[config.mk]
export PLATFORM = sky130hd
export DESIGN_NAME = uart_tx_arbiter
export DESIGN_NICKNAME = d
export VERILOG_FILES = /design/src/rtl/uart_tx_arbiter_pkg.sv /design/src/rtl/uart_tx_arbiter_rr_pick.sv /design/src/rtl/uart_tx_arbiter.sv
export SDC_FILE = /design/constraint.sdc
export NUM_CORES = 1
export LEC_CHECK = 0
export ABC_CLOCK_PERIOD_IN_PS = 3300
export BUFFER_PORTS_ARGS = -buffer_cell sky130_fd_sc_hd__buf_2
export CORE_MARGIN = 2
export CORE_UTILIZATION = 45
export DETAILED_ROUTE_END_ITERATION = 10
export PLACE_DENSITY = 0.83
export SYNTH_ARGS = -nofsm -noshare
export SYNTH_HDL_FRONTEND = slang
export SYNTH_HIERARCHICAL = 1
export SYNTH_SLANG_ARGS = --single-unit
[constraint.sdc]
create_clock -name clk -period 3.3 [get_ports clk]
set_input_delay 0.165 -clock clk [delete_from_list [all_inputs] [get_ports clk]]
set_output_delay 0.165 -clock clk [all_outputs]
set_load 0.005 [all_outputs]
[src/rtl/uart_tx_arbiter_pkg.sv]
// -----------------------------------------------------------------------------
// uart_arb_pkg
// Shared types and helpers for the UART TX arbiter slice.
//   state_e          : arbiter FSM states (IDLE, SEND)
//   *_DEF            : default values for N_REQ, DATA_W and TIMEOUT_CYCLES
//   grant_w()        : width of a requester index (clog2(N_REQ), at least 1)
//   tmo_cnt_w()      : width of the idle-mid-packet timeout counter
// -----------------------------------------------------------------------------
package uart_arb_pkg;

  typedef enum logic {
    IDLE = 1'b0,
    SEND = 1'b1
  } state_e;

  localparam int N_REQ_DEF          = 2;
  localparam int DATA_W_DEF         = 8;
  localparam int TIMEOUT_CYCLES_DEF = 1024;

  // A one-bit index is still needed when N_REQ is 2 (clog2 would also give 1,
  // but the guard keeps the function safe for degenerate values).
  function automatic int grant_w(input int n);
    return (n <= 2) ? 1 : $clog2(n);
  endfunction

  // Counter must be able to hold TIMEOUT_CYCLES itself.
  function automatic int tmo_cnt_w(input int t);
    return $clog2(t + 1);
  endfunction

endpackage

[src/rtl/uart_tx_arbiter_rr_pick.sv]
// -----------------------------------------------------------------------------
// rr_pick
// Combinational round-robin picker. Returns the first set bit of `valid` at or
// above `ptr`, wrapping from N_REQ-1 back to 0.
// Ports:
//   valid [N_REQ]   : request vector
//   ptr   [GRANT_W] : highest-priority index for this pick
//   idx   [GRANT_W] : chosen index (0 when nothing is valid)
//   any             : at least one request is valid
// -----------------------------------------------------------------------------
module rr_pick
  import uart_arb_pkg::*;
#(
  parameter int  N_REQ   = N_REQ_DEF,
  localparam int GRANT_W = grant_w(N_REQ)
) (
  input  logic [N_REQ-1:0]   valid,
  input  logic [GRANT_W-1:0] ptr,
  output logic [GRANT_W-1:0] idx,
  output logic               any
);

  logic [GRANT_W-1:0] cand;

  // Scan from farthest to nearest offset so the nearest valid one wins.
  always_comb begin
    idx  = '0;
    any  = 1'b0;
    cand = '0;
    for (int k = N_REQ - 1; k >= 0; k--) begin
      cand = GRANT_W'((int'(ptr) + k) % N_REQ);
      if (valid[cand]) begin
        idx = cand;
        any = 1'b1;
      end
    end
  end

endmodule

[src/rtl/uart_tx_arbiter.sv]
// -----------------------------------------------------------------------------
// uart_tx_arbiter
// Shares the single UART TX FIFO write port among N_REQ byte-stream
// requesters, round-robin at packet granularity: the owner keeps the port
// until it delivers a byte flagged `last`.
// Optional feature: define UART_ARB_TIMEOUT_EN to release an owner that stays
// silent mid-packet for TIMEOUT_CYCLES cycles.
// Ports:
//   clk, rst           : clock, synchronous active-low reset
//   req_valid/last     : per-requester byte present / end of packet
//   req_data           : byte of requester i in [i*DATA_W +: DATA_W]
//   req_ready          : per-requester accept strobe
//   tx_full            : UART TX FIFO full
//   wr_uart, w_data    : one-cycle write pulse and byte to the FIFO
//   grant              : index of the current owner
//   busy               : high while a packet is being forwarded (SEND)
// -----------------------------------------------------------------------------
module uart_tx_arbiter
  import uart_arb_pkg::*;
#(
  parameter int  N_REQ          = N_REQ_DEF,
  parameter int  DATA_W         = DATA_W_DEF,
  parameter int  TIMEOUT_CYCLES = TIMEOUT_CYCLES_DEF,
  localparam int GRANT_W        = grant_w(N_REQ)
) (
  input  logic                      clk,
  input  logic                      rst,
  input  logic [N_REQ-1:0]          req_valid,
  input  logic [N_REQ*DATA_W-1:0]   req_data,
  input  logic [N_REQ-1:0]          req_last,
  output logic [N_REQ-1:0]          req_ready,
  input  logic                      tx_full,
  output logic                      wr_uart,
  output logic [DATA_W-1:0]         w_data,
  output logic [GRANT_W-1:0]        grant,
  output logic                      busy
);

  if (N_REQ < 2 || N_REQ > 8 || TIMEOUT_CYCLES < 1) begin : g_bad_param
    $error("uart_tx_arbiter: N_REQ must be 2..8 and TIMEOUT_CYCLES >= 1");
  end

  state_e             state_q, state_d;
  logic [GRANT_W-1:0] grant_q, grant_d;
  logic [GRANT_W-1:0] rr_ptr_q, rr_ptr_d;
  logic [GRANT_W-1:0] pick_idx, grant_inc;
  logic               pick_any;
  logic               accept;
  logic               timeout_hit;
  logic               wr_uart_q;
  logic [DATA_W-1:0]  w_data_q;
  logic [DATA_W-1:0]  data_arr [N_REQ];

  for (genvar gi = 0; gi < N_REQ; gi++) begin : g_unpack
    assign data_arr[gi] = req_data[gi*DATA_W +: DATA_W];
  end

  rr_pick #(
    .N_REQ (N_REQ)
  ) u_rr_pick (
    .valid (req_valid),
    .ptr   (rr_ptr_q),
    .idx   (pick_idx),
    .any   (pick_any)
  );

  assign grant_inc = (grant_q == GRANT_W'(N_REQ - 1)) ? '0 : grant_q + 1'b1;

  // Output process. Ready is withheld in the cycle a write is in flight so
  // tx_full always reflects that write before the next accept.
  always_comb begin
    req_ready = '0;
    if (state_q == SEND) begin
      req_ready[grant_q] = ~tx_full & ~wr_uart_q;
    end
  end

  assign accept = req_valid[grant_q] & req_ready[grant_q];

`ifdef UART_ARB_TIMEOUT_EN
  localparam int CNT_W = tmo_cnt_w(TIMEOUT_CYCLES);
  logic [CNT_W-1:0] tmo_cnt_q, tmo_cnt_d;

  // Counts silent cycles of the owner; hit fires on the TIMEOUT_CYCLES-th one.
  always_comb begin
    tmo_cnt_d   = tmo_cnt_q;
    timeout_hit = 1'b0;
    if (state_q != SEND || accept) begin
      tmo_cnt_d = '0;
    end else if (!req_valid[grant_q]) begin
      if (tmo_cnt_q == CNT_W'(TIMEOUT_CYCLES - 1)) begin
        timeout_hit = 1'b1;
        tmo_cnt_d   = '0;
      end else begin
        tmo_cnt_d = tmo_cnt_q + 1'b1;
      end
    end
  end

  always_ff @(posedge clk) begin
    if (!rst) tmo_cnt_q <= '0;
    else      tmo_cnt_q <= tmo_cnt_d;
  end
`else
  assign timeout_hit = 1'b0;
`endif

  // Next-state process.
  always_comb begin
    state_d  = state_q;
    grant_d  = grant_q;
    rr_ptr_d = rr_ptr_q;
    case (state_q)
      IDLE: begin
        if (pick_any) begin
          grant_d = pick_idx;
          state_d = SEND;
        end
      end
      SEND: begin
        if ((accept && req_last[grant_q]) || timeout_hit) begin
          state_d  = IDLE;
          rr_ptr_d = grant_inc;
        end
      end
      default: state_d = IDLE;
    endcase
  end

  // State register.
  always_ff @(posedge clk) begin
    if (!rst) begin
      state_q  <= IDLE;
      grant_q  <= '0;
      rr_ptr_q <= '0;
    end else begin
      state_q  <= state_d;
      grant_q  <= grant_d;
      rr_ptr_q <= rr_ptr_d;
    end
  end

  // Write port registers; reset wins over a same-cycle accept.
  always_ff @(posedge clk) begin
    if (!rst) begin
      wr_uart_q <= 1'b0;
      w_data_q  <= '0;
    end else begin
      wr_uart_q <= accept;
      if (accept) w_data_q <= data_arr[grant_q];
    end
  end

  assign wr_uart = wr_uart_q;
  assign w_data  = w_data_q;
  assign grant   = grant_q;
  assign busy    = (state_q == SEND);

endmodule

==> results of run 1 <==
==> per-stage QoR <==
stage               hold WS, ns  total power (W)  std cells
floorplan                 0.311         0.000201         60
global placement          0.477         0.000226        107
detailed placement        0.481         0.000227        107
CTS                       0.211         0.000343        111
global route              0.228         0.000357        111
finish                    0.217         0.000339        111
==> placed cells by master, fill, tap and decap left out, types with 2 or more instances in the layout <==
master / n
buf_2: 35
clkbuf_4: 3
dfxtp_1: 12
mux2i_1: 10
nand3_1: 8
nor2_1: 2
o211a_1: 8
==> power by group through the flow <==
stage                     registers [W]  clock network [W]   logic, W
after floorplan                0.000161                  0  0.0000400
after global placement         0.000164                  0  0.0000623
after detailed placement       0.000164                  0  0.0000632
after CTS                      0.000161           0.000119  0.0000636
after global routing           0.000163           0.000126  0.0000690
final                          0.000161           0.000115  0.0000628
==> layer usage <==
layer  wire length [um]  global-route usage  up-vias
met3                 79              0.0259        2
met4                 13              0.0750        0
met2                620               0.268       22
li1                   -                   -      296
met1                623               0.205      269
met5                  0                   0        -
==> registers in the layout (all words and copies together), names as in the netlist <==
register,flops
busy,1
grant,1
rr_ptr_q,1
w_data,8
wr_uart,1
==> layout make-up <==
class	instances	area [um^2]
clock buffers	4	36.3
fillers	117	464
inverters	1	3.75
multi-input cells	44	395
flip-flops and latches	12	240
well taps	15	18.8
repair buffers	35	175
==> tightest hold or removal path: stages <==
cell and delay (ns):
buf_2 0.11, nand3b_1 0.09, o32ai_2 0.07
==> logic make-up after synthesis <==
kind of cell | share of synthesized area
compound gates | 0.165
simple gates | 0.232
buf+inv | 0.0360
mux | 0.203
flops | 0.364
==> final timing paths <==
path                                  start   endpoint  slack (ns)  cells after the start
worst max-delay path                  grant  w_data[0]        1.58                      3
worst min-delay path            req_last[0]   rr_ptr_q        0.22                      3
worst max register to register        grant  w_data[0]        1.58                      3
worst min register to register     rr_ptr_q   rr_ptr_q        0.49                      2
==> run_results.csv, run 1 <==
group,metric,value,unit
finish,post-route-util,0.652,
clock_network,cts_setup_buffers,0,
worst_setup_path,critPathBufInv,0,
clock_network,clkLatencyLatePin,0.27,ns
logic_synthesis,syn-cell-area,659,um^2
logic_synthesis,synthTopCellsByCount,"dfxtp_1 (12), mux2i_1 (10), nand3_1 (8), o211a_1 (8), nor2_1 (2)",
timing,final_hold_viol_count,0,
timing,period_share,0.520,
floorplanning,die_w,42.3,um
power_and_ir_drop,switching_share,0.251,
logic_synthesis,seq_area_frac_synth,0.364,
power_and_ir_drop,combPwrFrac,0.185,
timing,finalSetupTns,0,ns
run,cap_violations,0,
logic_synthesis,syn_area_per_cell,11.0,um^2
power_and_ir_drop,powerDensity,390,mW/mm^2
place,finalWeightedCongestion,0.726,
timing,final-max-slew-violation-count,0,
finish,syn2layout_area_growth,31.9,%
floorplanning,rows,13,
clock_network,cts_hold_buf,0,
logic_synthesis,synth_edf_count,0,
logic_synthesis,synth_top_cell_area_share,0.364,
clock_network,cts_buffers,3,
worst_setup_path,worstPathRequired,3.46,ns
logic_synthesis,synth-seq-cells,12,
route,vias,589,
grt,grt_pass1_wl,2.22,mm
worst_hold_path,hold_path_class,"in -> reg",
power_and_ir_drop,seqPwrFrac,0.474,
timing,fin_worst_skew,0.00202,ns
clock_network,cts-resized-gates,0,
worst_setup_path,path_max_fanout,16,
finish,final_nets,120,
power_and_ir_drop,vdd_drop_max,0.000205,V
route,wl_per_cell,12.0,um
worst_setup_path,worstSetupPathType,"reg -> reg",
timing,relSlewSlack,0.472,
timing,setup_violations,0,
route,vias_per_cell,5.31,
logic_synthesis,synthesis.nets,83,
worst_setup_path,cp-end-kind,"flip-flop",
worst_setup_path,worst_path_dominant_cell_family,"flip-flops",
clock_network,ctsRootBufferMaster,"clkbuf_4",
logic_synthesis,async_reset_ff_frac,0,
worst_setup_path,path_cells,"mux2i_4, nor2_8, o211a_1",
clock_network,cts.clk_slew.worst_paths,0.08,ns
logic_synthesis,syn_inst,60,
route,firstDrtPassIters,4,
clock_network,cts.sinks,12,
clock_network,htreeDepth,1,
floorplanning,start_util,0.494,
logic_synthesis,synth.most_common_cell,"dfxtp_1",
floorplanning,coreArea,0.00133,mm^2
route,drt-initial-drc-count,5,
worst_setup_path,critical_path.startpoint_type,"flip-flop",
clock_network,cts_buffer_depth,2,
power_and_ir_drop,p_leak,0.487,nW
finish,layout-drive-gt1-share,0.490,
power_and_ir_drop,p_clk_frac,0.340,
timing,grt_setup_unrepaired,"false",
finish,design_area,870,um^2
finish,antenna_cells,0,
place,dpl_cell_area,833,um^2
timing,min_period,1.72,ns
logic_synthesis,yosys_warnings,6,
grt,antenna_found_initial,0,
floorplanning,ios,36,
worst_setup_path,critPathSlowestCell,"dfxtp_1",
place,dp_slack,1.56,ns
status,status,"finished, final reports clean",
route,final_antenna_net_count,0,
worst_setup_path,crit_arrival,1.88,ns
floorplanning,dieHeight,42.3,um
power_and_ir_drop,p_sw,0.0000850,W
grt,gr-total-overflow,0,
grt,grt_max_degree,17,
logic_synthesis,synth_ff_type,"dfxtp_1",
grt,grt_usage,0.162,
logic_synthesis,yosys-top-cells-area,"dfxtp_1 (36%), mux2i_1 (15%), o211a_1 (12%), nand3_1 (6.1%), mux2i_4 (3.4%)",
place,dp_hpwl,1.02,mm
worst_setup_path,slowest_delay,0.84,ns
route,drc,0,
timing,fmax,583,MHz
timing,worst_slack,1.58,ns
power_and_ir_drop,p_int,0.000254,W
place,portBuffers,35,
grt,grt_pass1_vias,510,
logic_synthesis,yosys.area.top_type,"dfxtp_1",
timing,worst_pin_slew,0.791,ns
floorplanning,die_area,0.00179,mm^2
route,wl,1.34,mm
logic_synthesis,synth_cell_type_count,25,
clock_network,cts_tree,"yes",
Power figures use the tool's default switching activity.
==> run 2: changes to the inputs <==
--- a/config.mk
+++ b/config.mk
@@ -5,12 +5,13 @@
 export SDC_FILE = /design/constraint.sdc
 export NUM_CORES = 1
 export LEC_CHECK = 0
-export ABC_CLOCK_PERIOD_IN_PS = 3300
+export ABC_AREA = 1
+export ABC_CLOCK_PERIOD_IN_PS = 1700
 export BUFFER_PORTS_ARGS = -buffer_cell sky130_fd_sc_hd__buf_2
 export CORE_MARGIN = 2
-export CORE_UTILIZATION = 45
+export CORE_UTILIZATION = 41
 export DETAILED_ROUTE_END_ITERATION = 10
-export PLACE_DENSITY = 0.83
+export PLACE_DENSITY = 0.78
 export SYNTH_ARGS = -nofsm -noshare
 export SYNTH_HDL_FRONTEND = slang
 export SYNTH_HIERARCHICAL = 1
==> constraint.sdc (replaced) <==
create_clock -name clk -period 1.7 [get_ports clk]
set_input_delay 0.085 -clock clk [delete_from_list [all_inputs] [get_ports clk]]
set_output_delay 0.085 -clock clk [all_outputs]
set_load 0.005 [all_outputs]
==> run 2 against run 1 <==
Against the previous run:
- wire length rose by 5.3%
- sequential share of layout area rose by 2.1 points
- via count rose by 13%
- final area fell by 7.2%
- first-iteration DRC count fell by 40%
- maximum frequency rose by 39%
- die area fell by 0.21%
- critical path type unchanged
==> run_results.csv, run 2 <==
group,metric,value,unit
clock_network,cts_buffer_depth,2,
place,dp_slack,0.475,ns
place,finalWeightedCongestion,0.774,
logic_synthesis,yosys-top-cells-area,"dfxtp_1 (40%), nand2_1 (21%), nor2_1 (11%), o21ai_0 (4.2%), inv_1 (3.8%)",
worst_setup_path,crit_arrival,1.40,ns
floorplanning,die_area,0.00178,mm^2
worst_setup_path,worstPathRequired,1.86,ns
route,wl,1.41,mm
timing,fin_worst_skew,0.00339,ns
floorplanning,start_util,0.449,
logic_synthesis,syn_inst,94,
logic_synthesis,yosys.area.top_type,"dfxtp_1",
logic_synthesis,synthXorXnorAreaFrac,0,
floorplanning,coreArea,0.00133,mm^2
clock_network,cts_hold_buf,0,
clock_network,cts_setup_buffers,0,
clock_network,cts_buffers,3,
logic_synthesis,syn_area_per_cell,6.38,um^2
logic_synthesis,synth_ff_type,"dfxtp_1",
finish,syn2layout_area_growth,34.7,%
place,portBuffers,35,
logic_synthesis,seq_area_frac_synth,0.401,
logic_synthesis,yosys_warnings,6,
clock_network,ctsRootBufferMaster,"clkbuf_4",
worst_setup_path,path_max_fanout,13,
run,cap_violations,0,
logic_synthesis,synth_edf_count,0,
finish,layout_commonest_cell,"buf_2",
timing,min_period,1.24,ns
worst_hold_path,hold_start,"req_last[0]",
clock_network,cts-resized-gates,0,
logic_synthesis,syn-cell-area,599,um^2
logic_synthesis,synth_cell_type_count,16,
route,drc,0,
route,vias,667,
finish,final_nets,155,
finish,fin_cells,145,
finish,largest_reg_flops,8,
worst_hold_path,hold_path_class,"in -> reg",
power_and_ir_drop,p_leak,0.463,nW
floorplanning,die_w,42.2,um
clock_network,cts_tree,"yes",
floorplanning,rows,13,
logic_synthesis,synth-simple-area-share,0.418,
timing,fmax,809,MHz
route,final_antenna_net_count,0,
logic_synthesis,synthTopCellsByCount,"nand2_1 (34), nor2_1 (18), dfxtp_1 (12)",
worst_setup_path,critical_path.startpoint_type,"flip-flop",
place,dp.cells,142,
worst_setup_path,cp-end-kind,"flip-flop",
grt,grt_pass1_vias,523,
finish,design_area,807,um^2
finish,post-route-util,0.605,
grt,grt_usage,0.159,
route,vias_per_cell,4.60,
worst_setup_path,worstSetupPathType,"reg -> reg",
route,wl_per_cell,9.70,um
clock_network,cts.sinks,12,
logic_synthesis,synth_fa_ha_area_frac,0,
timing,grt_setup_unrepaired,"false",
place,dpl_cell_area,785,um^2
timing,finalSetupTns,0,ns
grt,antenna_found_initial,0,
logic_synthesis,synth_compound_area_frac,0.100,
power_and_ir_drop,powerDensity,765,mW/mm^2
clock_network,cts.clk_slew.worst_paths,0.07,ns
worst_setup_path,crit_start,"grant",
logic_synthesis,synth.most_common_cell,"nand2_1",
timing,period_share,0.727,
status,status,"finished, final reports clean",
clock_network,htreeDepth,1,
grt,grt_max_degree,14,
clock_network,clkLatencyLatePin,0.27,ns
finish,fill_cells,128,
timing,relSlewSlack,0.860,
logic_synthesis,synth_mux_area_frac,0,
finish,layout_common_cells,"buf_2 (35), nand2_1 (34), nor2_1 (18), dfxtp_1 (12), inv_1 (6)",
grt,gr-total-overflow,0,
route,drt-initial-drc-count,3,
finish,antenna_cells,0,
logic_synthesis,synth-seq-cells,12,
timing,setup_violations,0,
logic_synthesis,synth_top_family_by_area,"simple AND/OR/NAND/NOR gates",
logic_synthesis,async_reset_ff_frac,0,
place,dp_hpwl,1.09,mm
timing,final_hold_viol_count,0,
logic_synthesis,synth_top_cell_area_share,0.401,
timing,worst_slack,0.464,ns
worst_setup_path,crit-reg2reg-launch,"grant",
finish,layout-drive-gt1-share,0.338,
grt,grt_pass1_wl,2.17,mm
floorplanning,dieHeight,42.2,um
power_and_ir_drop,vdd_drop_max,0.000391,V
timing,worst_pin_slew,0.209,ns
timing,final-max-slew-violation-count,0,
logic_synthesis,synthesis.nets,117,
route,firstDrtPassIters,4,
floorplanning,ios,36,
## run 2: cell count changes after synthesis, moves of 4 or more
cell,before,now
o211a_1,8,0
o21ai_1,0,4
o21ai_0,1,5
nand3_1,8,3
mux2i_1,10,0
nor2_1,2,18
nand2_1,1,34
inv_1,1,6
## run 2: path summary, 6_finish.rpt
check,slack [ns],cells past startpoint,to
min reg2reg,0.48,2,w_data[4]
max,0.46,7,w_data[3]
max reg2reg,0.46,7,w_data[3]
min,0.07,3,rr_ptr_q
## run 2: per-layer routing
layer	vias to the layer above	part of all wire	global-route usage
li1	359	-	-
met2	25	0.45	0.240
met3	2	0.067	0.0474
met4	0	0.0085	0.0938
met1	281	0.47	0.198
met5	-	0	0
## run 2: worst max-delay path: stages (launching register included)
cell,delay (ns)
dfxtp_1,0.42
inv_2,0.15
nand2_1,0.09
nand2_1,0.09
nand2_4,0.16
inv_4,0.07
nor2_1,0.09
nor2_1,0.05
## run 2: area by class of cell
type	instances	area, um^2	area share
timing repair buffer	36	183	0.226
clock buffer	3	22.5	0.0279
multi-input combinational	71	310	0.384
tap	15	18.8	0.0233
sequential	12	240	0.298
inverter	8	32.5	0.0403
## run 2: cell families after synthesis
| kind of cell | Yosys count |
|---|---|
| AND/OR/NAND/NOR | 59 |
| AO/OA/AOI/OAI | 12 |
| flip-flops | 12 |
| buffers and inverters | 11 |
## run 2: per-stage QoR
stage,hold slack [ns],power (W)
after floorplan,0.219,0.000397
after global placement,0.341,0.000450
after detailed placement,0.347,0.000452
after CTS,0.0645,0.000627
after global routing,0.0724,0.000659
final,0.0688,0.000617
## run 2: power by group
part	internal [W]	switching [W]	leakage, nW
clock	0.0000818	0.0000900	0.0138
combinational	0.0000610	0.0000760	0.351
sequential	0.000298	0.0000110	0.0980
==> run 3: changes to the inputs <==
--- a/config.mk
+++ b/config.mk
@@ -6,7 +6,7 @@
 export NUM_CORES = 1
 export LEC_CHECK = 0
 export ABC_AREA = 1
-export ABC_CLOCK_PERIOD_IN_PS = 1700
+export ABC_CLOCK_PERIOD_IN_PS = 1180
 export BUFFER_PORTS_ARGS = -buffer_cell sky130_fd_sc_hd__buf_2
 export CORE_MARGIN = 2
 export CORE_UTILIZATION = 41
==> constraint.sdc (replaced) <==
create_clock -name clk -period 1.18 [get_ports clk]
set_input_delay 0.059 -clock clk [delete_from_list [all_inputs] [get_ports clk]]
set_output_delay 0.059 -clock clk [all_outputs]
set_load 0.005 [all_outputs]
==> run 3 against run 2 <==
Against the previous run:
- critical path depth down 2
- first-iteration DRC count rose to 3.0 times the previous value
- sequential share of layout area down 1.2 points
- via count up 1.9%
- critical endpoint is now req_ready[0]
==> run_results.csv, run 3 (synthesis results as in run 2) <==
group,metric,value,unit
route,drt-initial-drc-count,9,
power_and_ir_drop,p_total,0.000988,W
timing,final_hold_viol_count,0,
power_and_ir_drop,vdd_drop_max,0.000669,V
worst_setup_path,worstPathRequired,1.12,ns
clock_network,cts.clk_slew.worst_paths,0.08,ns
grt,antenna_found_initial,0,
worst_setup_path,cp-end-kind,"output pin",
clock_network,cts_hold_buf,0,
route,drc,0,
floorplanning,start_util,0.449,
timing,final-max-slew-violation-count,0,
clock_network,ctsRootBufferMaster,"clkbuf_4",
worst_setup_path,slowest_delay,0.36,ns
timing,min_period,1.12,ns
worst_setup_path,path_max_fanout,4,
worst_setup_path,critPathSlowestCell,"dfxtp_2",
place,dp_hpwl,1.13,mm
route,final_antenna_net_count,0,
finish,final_nets,158,
place,finalWeightedCongestion,0.755,
worst_hold_path,hold_path_class,"in -> reg",
timing,period_share,0.953,
finish,largest_reg_flops,8,
clock_network,cts_buffers,3,
clock_network,clkLatencyLatePin,0.27,ns
worst_setup_path,worstSetupPathType,"reg -> out",
grt,grt_usage,0.181,
route,wl_per_cell,9.80,um
floorplanning,die_area,0.00178,mm^2
worst_setup_path,crit_arrival,1.07,ns
floorplanning,ios,36,
grt,grt_pass1_vias,620,
grt,gr-total-overflow,0,
floorplanning,dieHeight,42.2,um
timing,relSlewSlack,0.901,
floorplanning,coreArea,0.00133,mm^2
worst_setup_path,critical_path.startpoint_type,"flip-flop",
clock_network,htreeDepth,1,
finish,syn2layout_area_growth,41.5,%
timing,setup_violations,0,
route,firstDrtPassIters,4,
status,status,"finished, final reports clean",
worst_setup_path,critPathBufInv,2,
floorplanning,rows,13,
clock_network,cts_buffer_depth,2,
run,cap_violations,0,
finish,antenna_cells,0,
timing,fin_worst_skew,0.00216,ns
place,portBuffers,35,
finish,layout_common_cells,"buf_2 (35), nand2_1 (33), nor2_1 (18), dfxtp_1 (10), inv_1 (6)",
timing,whs,0.0312,ns
route,vias_per_cell,4.56,
route,vias,680,
route,wl,1.46,mm
floorplanning,die_w,42.2,um
clock_network,cts.sinks,12,
finish,fill_cells,132,
grt,grt_pass1_wl,2.42,mm
finish,layout_commonest_cell,"buf_2",
finish,layout-drive-gt1-share,0.381,
timing,fmax,889,MHz
power_and_ir_drop,powerDensity,1160,mW/mm^2
timing,finalSetupTns,0,ns
worst_setup_path,worst_path_dominant_cell_family,"flip-flops",
clock_network,cts_tree,"yes",
place,dpl_cell_area,800,um^2
finish,design_area,848,um^2
power_and_ir_drop,p_leak,0.485,nW
grt,grt_max_degree,12,
worst_setup_path,path_cells,"nand2_2, nor2_4, inv_1, nor2_1, buf_2",
timing,worst_pin_slew,0.146,ns
## run 3: cell types whose count changed in the layout (fill, tap and decap cells not counted), sizes merged
cell    previous run  this run
buf               36        39
clkbuf             3         4
## run 3: power breakdown
group          switching, W  leakage [nW]  internal (W)
Sequential        0.0000158        0.0985      0.000430
Clock              0.000143        0.0210      0.000187
Combinational      0.000111         0.366     0.0000997
## run 3: layout make-up
cell class / instances / area, um^2 / area share
repair buffers: 39 / 205 / 0.242
flip-flops and latches: 12 / 243 / 0.286
multi-input cells: 71 / 313 / 0.369
inverters: 8 / 32.5 / 0.0383
clock buffers: 4 / 36.3 / 0.0428
well taps: 15 / 18.8 / 0.0221
## run 3: worst paths after layout
path                            slack, ns  cells past startpoint        start            to
worst min register to register       0.48                      2     rr_ptr_q      rr_ptr_q
worst min-delay path                 0.03                      3  req_last[0]      rr_ptr_q
worst max-delay path                 0.06                      5         busy  req_ready[0]
worst max register to register       0.11                      6         busy     w_data[4]
## run 3: repair_timing
action	in CTS	in global routing
endpoints found under the setup margin	2	12
buffers inserted	0	1
gates resized for setup	1	2
pin swaps	0	1
## run 3: metrics by stage
stage / setup WS (ns) / instances / util
2_1_floorplan: 0.192 / 94 / -
3_3_place_gp: 0.115 / 144 / 0.599
3_5_place_dp: 0.0941 / 144 / 0.599
4_1_cts: 0.00607 / 148 / 0.628
5_1_grt: -0.00891 / 149 / 0.636
6_report: 0.0551 / 149 / 0.636
## run 3: layer usage
layer | up-vias | part of all wire | global-route usage
li1 | 368 | - | -
met1 | 289 | 0.42 | 0.205
met2 | 21 | 0.51 | 0.302
met3 | 2 | 0.060 | 0.0560
met4 | 0 | 0.0082 | 0.0938
met5 | - | 0 | 0
## run 3: worst min-delay path, cell delays in order
cell     delay (ns)
buf_2          0.09
nand3_1        0.07
nand2_1        0.06
